$ cat config.mk
export PLATFORM = sky130hd
export DESIGN_NAME = weight_packer_flat
export DESIGN_NICKNAME = d
export VERILOG_FILES = /design/src/rtl/weight_packer_if.sv /design/src/rtl/weight_packer.sv /design/src/flat_wrapper.sv
export SDC_FILE = /design/constraint.sdc
export NUM_CORES = 2
export LEC_CHECK = 0
export BUFFER_PORTS_ARGS = -buffer_cell sky130_fd_sc_hd__buf_4
export CAP_MARGIN = 20
export CORE_AREA = 2 2 512 514
export DETAILED_ROUTE_END_ITERATION = 12
export DIE_AREA = 0 0 514 516
export SYNTH_ARGS = -nofsm -noshare
export SYNTH_HDL_FRONTEND = slang
export SYNTH_SLANG_ARGS = --single-unit
$ cat constraint.sdc
create_clock -name clk -period 2.65 [get_ports clk]
set_clock_uncertainty 0.15 [all_clocks]
set_input_delay 0 -clock clk [delete_from_list [all_inputs] [get_ports clk]]
set_output_delay 0 -clock clk [all_outputs]
set_load 0.01 [all_outputs]
$ cat src/rtl/weight_packer_if.sv
`default_nettype none
// ============================================================================
// Module      : weight_packer_if
// Description : 32-bit weight stream (valid/ready/last) into the weight packer.
// Revision    : 1.0 - initial release
// ============================================================================
interface weight_packer_if;
    logic [31:0] s_data;
    logic        s_valid;
    logic        s_ready;
    logic        s_last;

    modport master (
        output s_data,
        output s_valid,
        output s_last,
        input  s_ready
    );

    modport slave (
        input  s_data,
        input  s_valid,
        input  s_last,
        output s_ready
    );
endinterface
`default_nettype wire

$ cat src/rtl/weight_packer.sv
`default_nettype none
// ============================================================================
// Module      : weight_packer
// Description : Packs 32-bit weight words into 5*MAC_NUM-bit BRAM lines.
// Revision    : 1.0 - initial release
// ============================================================================
module weight_packer #(
    parameter int MAC_NUM            = 256,
    parameter int BRAM_ADDRESS_WIDTH = 12
) (
    input  logic                          clk,
    input  logic                          rst,
    input  logic                          load_start,
    weight_packer_if.slave                s_if,
    output logic [5*MAC_NUM-1:0]          bram_wr_data,
    output logic [BRAM_ADDRESS_WIDTH-1:0] bram_wr_addr,
    output logic                          bram_wr_en,
    output logic                          load_done,
    output logic                          addr_overflow
);
    localparam int LINE_W = 5 * MAC_NUM;
    localparam int WPL    = (LINE_W + 31) / 32;
    localparam int IDX_W  = (WPL > 1) ? $clog2(WPL) : 1;

    typedef enum logic [1:0] {
        S_IDLE  = 2'd0,
        S_FILL  = 2'd1,
        S_WRITE = 2'd2,
        S_DONE  = 2'd3
    } state_t;

    state_t                          r_state;
    logic [IDX_W-1:0]                r_idx;
    logic [BRAM_ADDRESS_WIDTH-1:0]   r_addr;
    logic [LINE_W-1:0]               r_buf;
    logic                            r_last;
    logic                            r_s_ready;
    logic                            r_wr_en;
    logic                            r_done;
    logic                            r_ovf;
    logic [LINE_W-1:0]               w_buf_next;
    logic                            w_hs;
    logic                            w_line_end;

    // Each slot takes s_data only when the index points at it; the top slot
    // may be narrower than 32 bits, so its excess input bits are dropped.
    for (genvar k = 0; k < WPL; k++) begin : g_slot
        localparam int LO = 32 * k;
        localparam int HI = (32 * k + 31 < LINE_W) ? (32 * k + 31) : (LINE_W - 1);
        assign w_buf_next[HI:LO] = (r_idx == IDX_W'(k)) ? s_if.s_data[HI-LO:0]
                                                        : r_buf[HI:LO];
    end

    assign w_hs       = s_if.s_valid && r_s_ready;
    assign w_line_end = (r_idx == IDX_W'(WPL - 1)) || s_if.s_last;

    always_ff @(posedge clk) begin
        if (rst) begin
            r_state   <= S_IDLE;
            r_idx     <= '0;
            r_addr    <= '0;
            r_buf     <= '0;
            r_last    <= 1'b0;
            r_s_ready <= 1'b0;
            r_wr_en   <= 1'b0;
            r_done    <= 1'b0;
            r_ovf     <= 1'b0;
        end else begin
            case (r_state)
                S_IDLE: begin
                    if (load_start) begin
                        r_state   <= S_FILL;
                        r_idx     <= '0;
                        r_addr    <= '0;
                        r_buf     <= '0;
                        r_last    <= 1'b0;
                        r_ovf     <= 1'b0;
                        r_s_ready <= 1'b1;
                    end
                end
                S_FILL: begin
                    if (w_hs) begin
                        r_buf <= w_buf_next;
                        r_idx <= r_idx + 1'b1;
                        if (w_line_end) begin
                            r_state   <= S_WRITE;
                            r_s_ready <= 1'b0;
                            r_wr_en   <= 1'b1;
                            r_last    <= s_if.s_last;
                        end
                    end
                end
                S_WRITE: begin
                    r_wr_en <= 1'b0;
                    r_addr  <= r_addr + 1'b1;
                    r_idx   <= '0;
                    r_buf   <= '0;
                    if (&r_addr) begin
                        r_ovf <= 1'b1;
                    end
                    if (r_last) begin
                        r_state <= S_DONE;
                        r_done  <= 1'b1;
                    end else begin
                        r_state   <= S_FILL;
                        r_s_ready <= 1'b1;
                    end
                end
                S_DONE: begin
                    r_done  <= 1'b0;
                    r_state <= S_IDLE;
                end
                default: begin
                    r_state <= S_IDLE;
                end
            endcase
        end
    end

    assign s_if.s_ready  = r_s_ready;
    assign bram_wr_data  = r_buf;
    assign bram_wr_addr  = r_addr;
    assign bram_wr_en    = r_wr_en;
    assign load_done     = r_done;
    assign addr_overflow = r_ovf;
endmodule
`default_nettype wire

$ cat src/flat_wrapper.sv
// flat-port wrapper written by rule: the top's interface ports become plain ports
module weight_packer_flat 
#(
    parameter int MAC_NUM            = 256,
    parameter int BRAM_ADDRESS_WIDTH = 12
)
  (clk, rst, load_start, bram_wr_data, bram_wr_addr, bram_wr_en, load_done, addr_overflow, s_if_s_data, s_if_s_valid, s_if_s_last, s_if_s_ready);
  weight_packer_if s_if_i ();
  input  logic clk;
  input  logic rst;
  input  logic load_start;
  output logic [5*MAC_NUM-1:0] bram_wr_data;
  output logic [BRAM_ADDRESS_WIDTH-1:0] bram_wr_addr;
  output logic bram_wr_en;
  output logic load_done;
  output logic addr_overflow;
  input wire logic [$bits(s_if_i.s_data)-1:0] s_if_s_data;
  input wire logic [$bits(s_if_i.s_valid)-1:0] s_if_s_valid;
  input wire logic [$bits(s_if_i.s_last)-1:0] s_if_s_last;
  output wire logic [$bits(s_if_i.s_ready)-1:0] s_if_s_ready;
  assign s_if_i.s_data = s_if_s_data;
  assign s_if_i.s_valid = s_if_s_valid;
  assign s_if_i.s_last = s_if_s_last;
  assign s_if_s_ready = s_if_i.s_ready;
  weight_packer #(.MAC_NUM(MAC_NUM), .BRAM_ADDRESS_WIDTH(BRAM_ADDRESS_WIDTH)) u_core (.clk(clk), .rst(rst), .load_start(load_start), .s_if(s_if_i), .bram_wr_data(bram_wr_data), .bram_wr_addr(bram_wr_addr), .bram_wr_en(bram_wr_en), .load_done(load_done), .addr_overflow(addr_overflow));
endmodule
==> metrics.md <==
| Metric | Value |
|---|---|
| Gr ovfl total | 0 |
| CTS tree | done |
| Clock power frac | 0.462 |
| R2r endpoint | u_core.bram_wr_data[288]$_SDFFE_PP0P_ |
| Crit Path Max Fanout | 59 |
| Net switching power figure | 12200 uW |
| CTS Buf Count | 146 |
| Internal power | 32500 uW |
| Critical Path RT | 3.13 ns |
| Tmin final | 2.55 ns |
| Core Region | 259000 um^2 |
| Clk buf depth | 3 |
| Final Worst Setup Slack | 0.0953 ns |
| Status | complete, no violations |
| Area leader, netlist | dfxtp_1 |
| Core Util, Final | 0.259 |
| Fin. Hold Viols | 0 |
| Leading cell types in the layout, fill and taps excluded | buf_4, dfxtp_1, o211ai_1, o21ai_0, o21ai_1 |
| Initial Util | 0.179 |
| Die area | 265000 um^2 |
| DR iter-0 viols | 5721 |
| Syn_nets | 4802 |
| Post-DP HPWL | 172000 um |
| Worst setup SP type | flip-flop |
| First-pass GRT wire length | 337000 um |
| Top FF cell, synth | dfxtp_1 |
| Crit path to | u_core.bram_wr_data[288]$_SDFFE_PP0P_ |
| Clock sink count | 1305 |
| Critical path's top delay family | buffers and inverters |
| Synthesis-to-finish area growth | 44.9% |
| Reg clk slew, reported paths | 0.06 ns |
| CP bufs+invs | 4 |
| Initial antenna violation count | 44 |
| Warnings from Yosys | 0 |
| Gr usage total | 0.175 |
| Area contributors post-synth | dfxtp_1, o211ai_1, o21ai_0 |
| Largest net degree at the start of global routing | 102 |
| Total Wirelength | 252000 um |
| Post-route ant nets | 0 |
| Syn Std Cell Area | 46400 um^2 |
| Router iterations before antenna repair | 6 |
| CP arrival | 3.04 ns |
| Post-route setup TNS | 0 ns |
| Number of flops mapped to enable cells by yosys | 0 |
| H-Tree Depth | 4 |
| Routability cong. | 0.818 |
| Register area share after synthesis | 0.563 |
| Fmax | 391 MHz |
| Final Net Count | 5910 |
| Syn_area_per_cell | 9.75 um^2 |
| Post-DR vias/cell | 4.95 |
| Library cells used by synthesis | 44 |
| Cell leakage power | 0.0253 uW |
| # IOs | 1333 |
| Sequential share of power | 0.441 |
| DRC | 0 |
| Pre-CTS setup slack | -0.0114 ns |
| DR WL/cell | 26.8 um |
| Worst slew pin tran | 0.854 ns |
| Combinational group share of total power | 0.097 |
| Worst R2R Start | u_core.r_state[0]$_SDFFE_PP0P_ |
| Via count | 46500 |
| Register bit count reported by yosys | 1305 |
| Clock root cell | clkbuf_16 |
| Slowest stage cell, crit path | dfxtp_1 |
| Crit path depth | 9 |
| Setup CP Type | flip-flop to flip-flop |
| WHS | 0.103 ns |
| Synth Instances | 4756 |
| Tot Pwr | 44800 uW |
| Layout cells sized above 1 | 0.321 |
| Peak VDD IR | 0.575 mV |
| Final Cycle Share | 0.964 |
| PwrDens | 666 nW/um^2 |
| Worst reg2reg setup slack | 0.1 ns |
| Relative slew margins | 0.430 |
| Vias in the first global route | 43500 |
| Worst min path class | input port to flip-flop |
| Die width | 514 um |
| Final Max Slew Viols | 0 |
| Cell Chain, Critical Path | inv_1, ha_1, buf_4, nor2b_1, o31a_4, buf_12, buf_16, o211ai_1, o21ai_0 |
| Die Span Y | 516 um |
| Most common cell after layout, fill and taps aside | buf_4 |
| Synth top area share | 0.563 |
| Endpoints failing setup | 0 |
| Crit path launch | u_core.r_state[0]$_SDFFE_PP0P_ |
| Worst Setup End Kind | flip-flop |
| FFs w/ async S/R, synth | 0 |
| RSZ-0062 raised after global routing | yes |
| Sw frac | 0.273 |
| Max-Cap Viols | 0 |
| I/O Buffers | 1332 |
| CP peak stage delay | 0.38 ns |
| R2r worst-path depth | 9 |
| Row cnt | 187 |
| Worst-Skew Late Latency | 0.79 ns |
## worst min-delay path by stage
stage / from / end / slack, ns / depth (start not counted)
after global routing: s_if_s_data[9] / u_core.bram_wr_data[1257]$_SDFFE_PP0P_ / 0.07 / 5
after global placement: rst / u_core.r_last$_SDFFE_PP0P_ / 0.15 / 2
after floorplan: s_if_s_last / u_core.r_last$_SDFFE_PP0P_ / 0.07 / 3
final: s_if_s_data[17] / u_core.bram_wr_data[785]$_SDFFE_PP0P_ / 0.10 / 5
after detailed placement: rst / u_core.r_last$_SDFFE_PP0P_ / 0.16 / 2
after CTS: s_if_s_data[9] / u_core.bram_wr_data[969]$_SDFFE_PP0P_ / 0.02 / 5
## power groups by stage
stage / clock (uW) / combinational, uW / sequential (uW)
after floorplan: 0 / 1890 / 20200
after global placement: 0 / 3950 / 20200
after detailed placement: 0 / 3990 / 20200
after CTS: 21100 / 4070 / 19700
after global routing: 21800 / 4470 / 19700
final: 20700 / 4340 / 19700
## synth_stat cells, drive strengths merged, types with 3 or more instances
library cell	instances
nor2b	5
nand2	83
ha	9
or3	8
clkbuf	363
dfxtp	1305
nor3	3
nand4	6
o31ai	3
xor2	4
nor2	14
mux2i	35
inv	11
o211ai	1251
nand3	9
a21oi	11
o21ai	1257
or2	41
buf	316
xnor2	5
## routing by layer
metal	vias up	track usage	share of wire
met4	0	0.0950	0.054
met5	-	0	0
met2	3053	0.278	0.45
met3	618	0.0546	0.11
met1	22800	0.211	0.38
li1	20000	-	-
## state kept, by name (all words and copies together) (netlist names)
signal and flops:
u_core.r_idx 6, u_core.addr_overflow 1, u_core.r_last 1, u_core.s_if.s_ready 1, u_core.bram_wr_en 1, u_core.bram_wr_data 1280
u_core.load_done 1, u_core.bram_wr_addr 12, u_core.r_state 2
## final cells by class
cell class | count | area, um^2
clock buffers | 203 | 4180
clock inverters | 56 | 669
flip-flops and latches | 1305 | 26100
repair buffers | 1639 | 14100
well taps | 3402 | 4260
fillers | 27400 | 192000
diodes | 29 | 72.6
inverters | 11 | 41.3
multi-input cells | 2761 | 17700
## cells by family (layout without fill, tap and decap cells)
kind of cell               after synthesis  after routing  share of synthesized area
DFF                                   1305           1305                      0.563
AOI/OAI and AO/OA                     2529           2529                      0.341
xor gates and xnor gates                 9              9                    0.00170
buffers and inverters                  690           1909                     0.0637
and+or+nand+nor                        178            178                     0.0197
adders and majority gates                9              9                    0.00243
other                                    0             29                          0
muxes                                   36             36                    0.00780
## metrics by stage
stage          std cells  instance area, um^2
2_1_floorplan       4756                46400
3_3_place_gp        9059                61400
3_5_place_dp        9059                61400
4_1_cts             9363                66700
5_1_grt             9381                67100
6_report            9406                67200
## worst min-delay path, stage by stage
cell,delay [ns]
dlygate4sd3_1,0.53
buf_4,0.11
nand2_4,0.06
buf_12,0.16
o21ai_1,0.13
## repair_timing
item	in CTS	in global routing
setup endpoints to repair	79	401
cloned	0	11
pin swaps	1	5
gates resized for setup	4	62
hold buffers	42	0
hold endpoints to repair	1300	0
buffers inserted	3	3
Power figures use the tool's default switching activity.
